--- config.mk ---
export PLATFORM = sky130hd
export DESIGN_NAME = dcm_prog_ctrl_flat
export DESIGN_NICKNAME = d
export VERILOG_FILES = /design/src/rtl/dcm_prog_ctrl_if.sv /design/src/rtl/dcm_prog_ctrl.sv /design/src/flat_wrapper.sv
export SDC_FILE = /design/constraint.sdc
export NUM_CORES = 1
export LEC_CHECK = 0
export ABC_AREA = 1
export CAP_MARGIN = 30
export CORE_MARGIN = 2
export CORE_UTILIZATION = 53
export CTS_BUF_LIST = sky130_fd_sc_hd__clkbuf_8
export DETAILED_ROUTE_END_ITERATION = 10
export PLACE_DENSITY_LB_ADDON = 0.05
export SYNTH_ARGS = -nofsm -noshare
export SYNTH_HDL_FRONTEND = slang
export SYNTH_SLANG_ARGS = --single-unit
export TNS_END_PERCENT = 100
--- constraint.sdc ---
create_clock -name clk -period 2.2 [get_ports clk]
set_input_delay 0.44 -clock clk [delete_from_list [all_inputs] [get_ports clk]]
set_output_delay 0.44 -clock clk [all_outputs]
set_load 0.005 [all_outputs]
--- src/rtl/dcm_prog_ctrl_if.sv ---
// Host/divider-side signal bundle for dcm_prog_ctrl.
// All requests and result pulses are single-cycle strobes sampled on the rising clk edge.
// There is no ready back-pressure: requests arriving during a transaction are held as pending flags.
interface dcm_prog_ctrl_if;
    logic       host_req;
    logic [2:0] host_prog;
    logic       step_up;
    logic       step_dn;
    logic       dcm_update;
    logic [2:0] dcm_prog;
    logic [2:0] dcm_prog_out;
    logic [2:0] cur_prog;
    logic       busy;
    logic       done;
    logic       err;
    logic       sat;

    modport master (
        output host_req, host_prog, step_up, step_dn, dcm_prog_out,
        input  dcm_update, dcm_prog, cur_prog, busy, done, err, sat
    );

    modport slave (
        input  host_req, host_prog, step_up, step_dn, dcm_prog_out,
        output dcm_update, dcm_prog, cur_prog, busy, done, err, sat
    );
endinterface

--- src/rtl/dcm_prog_ctrl.sv ---
// Arbitrates host loads and +/-1 steps of a DCM divider prog value, issues the update
// strobe and waits (with timeout) for the divider to confirm the new value.
module dcm_prog_ctrl #(
    parameter int         TIMEOUT      = 1024,
    parameter logic [2:0] DEFAULT_PROG = 3'd0
) (
    input  logic                  clk,
    input  logic                  rst,
    dcm_prog_ctrl_if.slave        bus_io,
    output logic [1:0]            state_o
);

    typedef enum logic [1:0] {
        IDLE  = 2'd0,
        ISSUE = 2'd1,
        WAIT  = 2'd2
    } state_e;

    localparam int             CW       = (TIMEOUT > 1) ? $clog2(TIMEOUT) : 1;
    localparam logic [CW-1:0]  CNT_LAST = CW'(TIMEOUT - 1);

    state_e        state_q, state_d;
    logic          host_pend_q, host_pend_d;
    logic [2:0]    host_prog_q, host_prog_d;
    logic          step_pend_q, step_pend_d;
    logic          step_dir_q, step_dir_d;
    logic          rr_q, rr_d;
    logic [2:0]    target_q, target_d;
    logic [2:0]    dcm_prog_q, dcm_prog_d;
    logic [2:0]    cur_prog_q, cur_prog_d;
    logic [CW-1:0] cnt_q, cnt_d;
    logic          done_q, done_d;
    logic          err_q, err_d;
    logic          sat_q, sat_d;

    logic          grant_host;
    logic          grant_step;
    logic          grant_sat;
    logic [2:0]    grant_tgt;

    always_ff @(posedge clk or posedge rst) begin
        if (rst) begin
            state_q     <= IDLE;
            host_pend_q <= 1'b0;
            host_prog_q <= 3'd0;
            step_pend_q <= 1'b0;
            step_dir_q  <= 1'b0;
            rr_q        <= 1'b0;
            target_q    <= DEFAULT_PROG;
            dcm_prog_q  <= DEFAULT_PROG;
            cur_prog_q  <= DEFAULT_PROG;
            cnt_q       <= '0;
            done_q      <= 1'b0;
            err_q       <= 1'b0;
            sat_q       <= 1'b0;
        end else begin
            state_q     <= state_d;
            host_pend_q <= host_pend_d;
            host_prog_q <= host_prog_d;
            step_pend_q <= step_pend_d;
            step_dir_q  <= step_dir_d;
            rr_q        <= rr_d;
            target_q    <= target_d;
            dcm_prog_q  <= dcm_prog_d;
            cur_prog_q  <= cur_prog_d;
            cnt_q       <= cnt_d;
            done_q      <= done_d;
            err_q       <= err_d;
            sat_q       <= sat_d;
        end
    end

    always_comb begin
        state_d     = state_q;
        host_pend_d = host_pend_q;
        host_prog_d = host_prog_q;
        step_pend_d = step_pend_q;
        step_dir_d  = step_dir_q;
        rr_d        = rr_q;
        target_d    = target_q;
        dcm_prog_d  = dcm_prog_q;
        cur_prog_d  = cur_prog_q;
        cnt_d       = cnt_q;
        done_d      = 1'b0;
        err_d       = 1'b0;
        sat_d       = 1'b0;
        grant_host  = 1'b0;
        grant_step  = 1'b0;
        grant_sat   = 1'b0;
        grant_tgt   = cur_prog_q;

        // No grant while a result pulse is out, so pulses never overlap a new grant.
        if (state_q == IDLE && !(done_q || err_q || sat_q)) begin
            if (host_pend_q && (!step_pend_q || !rr_q)) begin
                grant_host = 1'b1;
            end else if (step_pend_q) begin
                grant_step = 1'b1;
            end
        end

        // The round-robin pointer only moves on contention; rr_q=1 favours the step.
        if (host_pend_q && step_pend_q && (grant_host || grant_step)) begin
            rr_d = grant_host;
        end

        if (grant_host) begin
            grant_tgt = host_prog_q;
        end else if (grant_step) begin
            grant_sat = step_dir_q ? (cur_prog_q == 3'd7) : (cur_prog_q == 3'd0);
            grant_tgt = step_dir_q ? (cur_prog_q + 3'd1) : (cur_prog_q - 3'd1);
        end

        // A request arriving in the grant cycle wins over the clear.
        host_pend_d = bus_io.host_req | (host_pend_q & ~grant_host);
        if (bus_io.host_req) begin
            host_prog_d = bus_io.host_prog;
        end
        if (bus_io.step_up ^ bus_io.step_dn) begin
            step_pend_d = 1'b1;
            step_dir_d  = bus_io.step_up;
        end else if (grant_step) begin
            step_pend_d = 1'b0;
        end

        case (state_q)
            IDLE: begin
                if (grant_host || grant_step) begin
                    if (grant_sat) begin
                        sat_d = 1'b1;
                    end else if (grant_tgt == cur_prog_q) begin
                        done_d = 1'b1;
                    end else begin
                        target_d   = grant_tgt;
                        dcm_prog_d = grant_tgt;
                        state_d    = ISSUE;
                    end
                end
            end
            ISSUE: begin
                cnt_d   = '0;
                state_d = WAIT;
            end
            WAIT: begin
                if (bus_io.dcm_prog_out == target_q) begin
                    cur_prog_d = target_q;
                    done_d     = 1'b1;
                    state_d    = IDLE;
                end else if (cnt_q == CNT_LAST) begin
                    err_d      = 1'b1;
                    dcm_prog_d = cur_prog_q;
                    state_d    = IDLE;
                end else begin
                    cnt_d = cnt_q + CW'(1);
                end
            end
            default: state_d = IDLE;
        endcase
    end

    always_comb begin
        bus_io.dcm_update = (state_q == ISSUE);
        bus_io.busy       = (state_q != IDLE);
        bus_io.dcm_prog   = dcm_prog_q;
        bus_io.cur_prog   = cur_prog_q;
        bus_io.done       = done_q;
        bus_io.err        = err_q;
        bus_io.sat        = sat_q;
        state_o           = state_q;
    end

endmodule

--- src/flat_wrapper.sv ---
// flat-port wrapper written by rule: the top's interface ports become plain ports
module dcm_prog_ctrl_flat 
#(
    parameter int         TIMEOUT      = 1024,
    parameter logic [2:0] DEFAULT_PROG = 3'd0
)
  (clk, rst, state_o, bus_io_host_req, bus_io_host_prog, bus_io_step_up, bus_io_step_dn, bus_io_dcm_prog_out, bus_io_dcm_update, bus_io_dcm_prog, bus_io_cur_prog, bus_io_busy, bus_io_done, bus_io_err, bus_io_sat);
  dcm_prog_ctrl_if bus_io_i ();
  input  logic clk;
  input  logic rst;
  output logic [1:0] state_o;
  input wire logic [$bits(bus_io_i.host_req)-1:0] bus_io_host_req;
  input wire logic [$bits(bus_io_i.host_prog)-1:0] bus_io_host_prog;
  input wire logic [$bits(bus_io_i.step_up)-1:0] bus_io_step_up;
  input wire logic [$bits(bus_io_i.step_dn)-1:0] bus_io_step_dn;
  input wire logic [$bits(bus_io_i.dcm_prog_out)-1:0] bus_io_dcm_prog_out;
  output wire logic [$bits(bus_io_i.dcm_update)-1:0] bus_io_dcm_update;
  output wire logic [$bits(bus_io_i.dcm_prog)-1:0] bus_io_dcm_prog;
  output wire logic [$bits(bus_io_i.cur_prog)-1:0] bus_io_cur_prog;
  output wire logic [$bits(bus_io_i.busy)-1:0] bus_io_busy;
  output wire logic [$bits(bus_io_i.done)-1:0] bus_io_done;
  output wire logic [$bits(bus_io_i.err)-1:0] bus_io_err;
  output wire logic [$bits(bus_io_i.sat)-1:0] bus_io_sat;
  assign bus_io_i.host_req = bus_io_host_req;
  assign bus_io_i.host_prog = bus_io_host_prog;
  assign bus_io_i.step_up = bus_io_step_up;
  assign bus_io_i.step_dn = bus_io_step_dn;
  assign bus_io_i.dcm_prog_out = bus_io_dcm_prog_out;
  assign bus_io_dcm_update = bus_io_i.dcm_update;
  assign bus_io_dcm_prog = bus_io_i.dcm_prog;
  assign bus_io_cur_prog = bus_io_i.cur_prog;
  assign bus_io_busy = bus_io_i.busy;
  assign bus_io_done = bus_io_i.done;
  assign bus_io_err = bus_io_i.err;
  assign bus_io_sat = bus_io_i.sat;
  dcm_prog_ctrl #(.TIMEOUT(TIMEOUT), .DEFAULT_PROG(DEFAULT_PROG)) u_core (.clk(clk), .rst(rst), .bus_io(bus_io_i), .state_o(state_o));
endmodule
# [Word-level counts from Yosys, hierarchy flattened]
# Cells that the tools add are included.
[word_totals] elab_cells=96 mem_count=0 mem_bits_rw=0 out_inout_bits=13 reg_bits=31 inputBits=11 mem_bits_ro=0 latch_bits=0
[op_classes] n_reduce_logical=22 div=0 bitwise=6 shifts=0 muxes=39 n_lt_le_gt_ge=0 multipliers=0 eq_ne=13 addsub=3
[ops] operator="two-way mux 3 bit" count=8
[ops] operator="two-way mux 1 bit" count=20
[ops] operator="two-way mux 10 bit" count=2
[ops] operator="case mux 10 bit (2 select lines)" count=1
[ops] operator="adder 10 x 1 -> 10 bit (second input constant)" count=1
[ops] operator="== test 10 bit (second input constant)" count=1
[ops] operator="two-way mux 2 bit" count=5
[ops] operator="inequality test 2 bit (second input constant)" count=5
[ops] operator="AND reduction 4 bit" count=2
[ops] operator="nonzero test 2 bit" count=4
[ops] operator="== test 3 bit" count=2
[ops] operator="case mux 2 bit (3 select lines)" count=1
[ops] operator="case mux 3 bit (2 select lines)" count=1
[ops] operator="AND reduction 6 bit" count=1
[ops] operator="logical AND 1 bit" count=4
[ops] operator="logical OR 1 bit" count=4
[ops] operator="adder 3 x 1 -> 3 bit (second input constant)" count=1
[ops] operator="== test 3 bit (second input constant)" count=1
[ops] operator="logical NOT 1 bit" count=3
[ops] operator="logical NOT 3 bit" count=1
[ops] operator="inequality test 3 x 1 -> 1 bit (second input constant)" count=1
[ops] operator="NOT 1 bit" count=3
[ops] operator="AND reduction 3 bit" count=1
[ops] operator="subtractor 3 x 1 -> 3 bit (second input constant)" count=1
[ops] operator="9 further kinds" count=9

# [Depth between registers and ports, before layout]
[logic_depth] word_depth=12 mapped_depth=15 depth_no_buf=15

# [Least setup slack after synthesis]
# OpenSTA, ideal clock, no wires.
[synth_timing] path_type="register to register" startpoint="reg u_core.cur_prog_q[0] (netlist: u_core.bus_io.cur_prog[0])" endpoint="reg u_core.state_q[0] (netlist: u_core.state_o[0])" path_slack_ns=0.341 path_stages_with_launch=12 t_required_ns=2.135 synth_period_minus_slack_ns=1.859 arrival_time_ns=1.794 setup_ns=0.065 n_path_buf=0 path_cell_list="dfrtp_1 -> inv_1 -> fa_1 -> xnor2_1 -> nor2_2 -> o211ai_1 -> nand2_1 -> inv_1 -> nand3_2 -> nand2_1 -> nand2_1 -> nand2_1"
[synth_between] elab_chain_len=7 word_cells_on_any_way=14 classes_between="add/sub (2); eq/ne (4); mux (6); reduce/logical (2)"
[synth_rtl] item="from (decl)" line_no="dcm_prog_ctrl.sv:30" text="logic [2:0] cur_prog_q, cur_prog_d;"
[synth_rtl] item="from (signal assigned)" line_no="dcm_prog_ctrl.sv:65" text="cur_prog_q <= cur_prog_d;"
[synth_rtl] item="subtractor 3 x 1 -> 3 bit or adder 3 x 1 -> 3 bit (tied branches)" line_no="dcm_prog_ctrl.sv:110" text="grant_tgt = step_dir_q ? (cur_prog_q + 3'd1) : (cur_prog_q - 3'd1);"
[synth_rtl] item="two-way mux 3 bit" line_no="dcm_prog_ctrl.sv:110"
[synth_rtl] item="two-way mux 3 bit" line_no="dcm_prog_ctrl.sv:108" text="end else if (grant_step) begin"
[synth_rtl] item="two-way mux 3 bit" line_no="dcm_prog_ctrl.sv:106" text="if (grant_host) begin"
[synth_rtl] item="== test 3 bit" line_no="dcm_prog_ctrl.sv:130" text="end else if (grant_tgt == cur_prog_q) begin"
[synth_rtl] item="inequality test 2 bit (no line)"
[synth_rtl] item="AND reduction 4 bit (no line) (*)"
[synth_rtl] item="to (signal assigned)" line_no="dcm_prog_ctrl.sv:57" text="state_q <= state_d;"
[synth_rtl] item="to (decl)" line_no="dcm_prog_ctrl.sv:22" text="state_e state_q, state_d;"
# Every way passes the cells marked *; elsewhere a longest branch is shown, timed or not.
# A chain may end at the register's enable or synchronous reset.

# [Final worst setup path]
[layout_timing] startpoint="reg u_core.state_q[1] (netlist: u_core.state_o[1])" endpoint="reg u_core.target_q[1]"
[layout_between] elab_chain_len=8 word_cells_on_any_way=13 classes_between="eq/ne (1); mux (6); bitwise (2); reduce/logical (4)"
[layout_rtl] item="logical NOT 2 bit (*)" line_no="dcm_prog_ctrl.sv:93, dcm_prog_ctrl.sv:125"
[layout_rtl] item="logical AND 1 bit" line_no="dcm_prog_ctrl.sv:93" text="if (state_q == IDLE && !(done_q || err_q || sat_q)) begin"
[layout_rtl] item="two-way mux 1 bit" line_no="dcm_prog_ctrl.sv:93"
[layout_rtl] item="two-way mux 3 bit" line_no="dcm_prog_ctrl.sv:108"
[layout_rtl] item="two-way mux 3 bit" line_no="dcm_prog_ctrl.sv:106"
[layout_rtl] item="== test 3 bit" line_no="dcm_prog_ctrl.sv:130"
[layout_rtl] item="NOT 1 bit (no line)"
[layout_rtl] item="AND reduction 4 bit (no line)"
[layout_rtl] item="to (signal assigned)" line_no="dcm_prog_ctrl.sv:63" text="target_q <= target_d;"
[layout_rtl] item="to (decl)" line_no="dcm_prog_ctrl.sv:28" text="logic [2:0] target_q, target_d;"
# Marked as above.

==> out/summary.txt <==
Root Driver - clkbuf_8
Hold WS - 0.4797 ns
max_slew headroom - 73.62%
Crit path depth - 14
top_reg_cell synth - dfrtp_1
Core Rows - 20
Final Setup Violations - 0
crit path to - u_core.target_q[1]
Inst Count DP - 303
detailed placement HPWL - 2771 µm
Leak - 1.089 nW
crit path max-delay cell type - dfrtp_1
Hold/Removal Path Class - flop to flop
GR Overflow Total - 0
fin nets - 283
port bufs - 23
Via density - 5.119
Clock Latency Late Sink - 0.28 ns
Post-synth EDFFs - 0
area grow syn2layout - 26.95%
H-Tree Depth - 2
die width - 61.47 µm
GRT Util Overall - 21.69%
Least-Margin Pin Slew - 0.3957 ns
Core ar. - 3103 µm²
Initial Utilization - 56.41%
DR WL/cell - 11.82 µm
post-route setup slack - 0.1683 ns
number of CTS-inserted buffers - 5
total number of yosys warnings - 0
dpl cell area - 2083 µm²
post-synthesis sequential area ratio - 44.32%
setup total negative slack - 0 ns
Max FO, Critical Path - 6
Final ANT Viol Nets - 0
Fmax - 0.4922 GHz
power density cells - 1489 nW/µm²
routability cong. - 0.8441
Synth Net Count - 247
Setup Slack @ Placement - 0.1412 ns
Bufs on Longest Clock Path - 2
Unique masters post-synth - 26
final design area excluding fillers - 2222 µm²
CTS tree - built
R2R cell count - 14
syn avg cell area - 7.611 µm²
drt first-iter violations - 83
WP data arrival - 2.24 ns
first-pass GRT wire length - 6078 µm
Syn Std Cell Area - 1750 µm²
Crit Path Class - flop to flop
crit path launch - u_core.state_o[1]
fin cells - 311
clk_skew - 0.003330 ns
cells along the critical path - inv_1, ha_4, nand2_1, nor2_4, nand2_2, clkinv_1, nand2_1, o211ai_1, nand2_1, inv_1, nand2_1, nand2_2, nand2_1, o21ai_1
VDD IR max - 0.6763 mV
initial antenna violation count - 0
Initial DRT Pass Iterations - 4
max cap viols - 0
ys async rst share - 100.0%
I/O pins - 24
status - complete, no violations
Yosys reg bits - 31
drt drc - 0
flop2flop setup slack - 0.17 ns
Worst R2R Start - u_core.state_o[1]
Sink Count - 31
Design Power - 3.308 mW
Worst-path clk slew - 0.07 ns
Final Core Density - 71.61%
worst path required time - 2.40 ns
period utilisation layout - 92.35%
Most Frequent Cell on Critical Path - nand2_1
CP delay by family, top - simple AND/OR/NAND/NOR gates
Final Hold Viols - 0
Synth Instances - 230
final slew viol count - 0
worst r2r dst - u_core.target_q[1]
Hold Buf Count CTS - 0
DRT Wirelength - 3676 µm
crit end category - flop
Bufs and invs on worst path - 3
area of the die - 3779 µm²
total number of vias - 1592
largest net degree at the start of global routing - 32
share of layout cells above drive strength 1 - 11.24%
max incr delay on CP - 0.41 ns
vias in the first global route - 1376
Tmin final - 2.032 ns
CP Launch Type - flop
die height - 61.47 µm
antenna cells - 0
==> registers in the layout, summed over array words and instances, names as in the netlist <==
register / count
u_core.bus_io.cur_prog: 3
u_core.bus_io.dcm_prog: 3
u_core.bus_io.done: 1
u_core.bus_io.err: 1
u_core.bus_io.sat: 1
u_core.cnt_q: 10
u_core.host_pend_q: 1
u_core.host_prog_q: 3
u_core.rr_q: 1
u_core.state_o: 2
u_core.step_dir_q: 1
u_core.step_pend_q: 1
u_core.target_q: 3
==> layout make-up <==
class	count	area, µm²
Multi-Input combinational cell	160	847.1
Fill cell	267	880.8
Clock buffer	6	82.58
Timing Repair Buffer	30	282.8
Inverter	38	142.6
Sequential cell	31	777.0
Tap cell	44	55.05
Clock inverter	2	35.03
==> layout by cell type (no fill, tap or decap), types with 2 or more instances in the layout <==
master	count
dfrtp_1	30
o31ai_1	2
nand2_1	60
o211ai_1	2
o21ai_0	19
nor3_1	4
inv_1	35
nor2_1	12
nand3_1	21
nand4_1	3
nor2_2	3
nand2_2	4
a21oi_1	12
inv_2	2
xnor2_1	4
clkbuf_8	6
buf_4	7
clkdlybuf4s50_1	23
ha_1	4
==> worst min path at each step <==
stage | startpoint | end | slack [ns] | depth (start not counted)
floorplan | u_core.cnt_q[4] | u_core.cnt_q[4] | 0.46 | 2
global placement | u_core.bus_io.dcm_prog[1] | u_core.bus_io.dcm_prog[1] | 0.45 | 2
detailed placement | u_core.bus_io.dcm_prog[2] | u_core.bus_io.dcm_prog[2] | 0.47 | 2
CTS | u_core.bus_io.dcm_prog[2] | u_core.bus_io.dcm_prog[2] | 0.48 | 2
global route | u_core.bus_io.dcm_prog[2] | u_core.bus_io.dcm_prog[2] | 0.50 | 2
finish | u_core.bus_io.dcm_prog[2] | u_core.bus_io.dcm_prog[2] | 0.48 | 2
==> cell families (layout without fill, tap and decap cells) <==
group | after synthesis | count (layout) | synth area share (%)
compound gates | 37 | 37 | 11.29
xor+xnor | 4 | 4 | 2.001
fa+ha+maj | 6 | 6 | 4.718
buf+inv | 39 | 76 | 8.435
flops | 31 | 31 | 44.32
simple gates | 113 | 113 | 29.24
==> worst min-delay path: stages, from the launching register on <==
cell	delay, ns
dfrtp_1	0.34
nand2_1	0.06
nand2_1	0.05
==> synthesized netlist by cell type (2+ instances only) <==
master,instances,area [µm²]
a21oi_1,12,60.06
dfrtp_1,31,775.7
ha_1,5,62.56
inv_1,35,131.4
inv_2,2,7.510
nand2_1,60,225.2
nand2_2,4,25.02
nand3_1,21,105.1
nand3_2,2,20.02
nand4_1,3,18.77
nor2_1,12,45.04
nor2_2,3,18.77
nor3_1,4,20.02
o211ai_1,2,15.01
o21ai_0,19,95.09
o31ai_1,2,15.01
xnor2_1,4,35.03
==> report_power, final <==
part | leakage [nW] | switching (mW) | internal, mW
clock network | 0.0612 | 0.208 | 0.366
registers | 0.393 | 0.120 | 0.741
logic | 0.635 | 1.13 | 0.748
==> metal layers <==
layer,share of wire [%],track usage [%],vias to the layer above
li1,-,-,807
met1,48,31.56,739
met2,45,32.52,44
met3,6.0,6.092,2
met4,0.22,4.559,0
met5,0,0,-
==> what timing repair did <==
item	4_1_cts	5_1_grt
setup endpoints to repair	0	8
resized for setup	0	4
setup buffers	0	0
(Power assumes the default switching activity.)
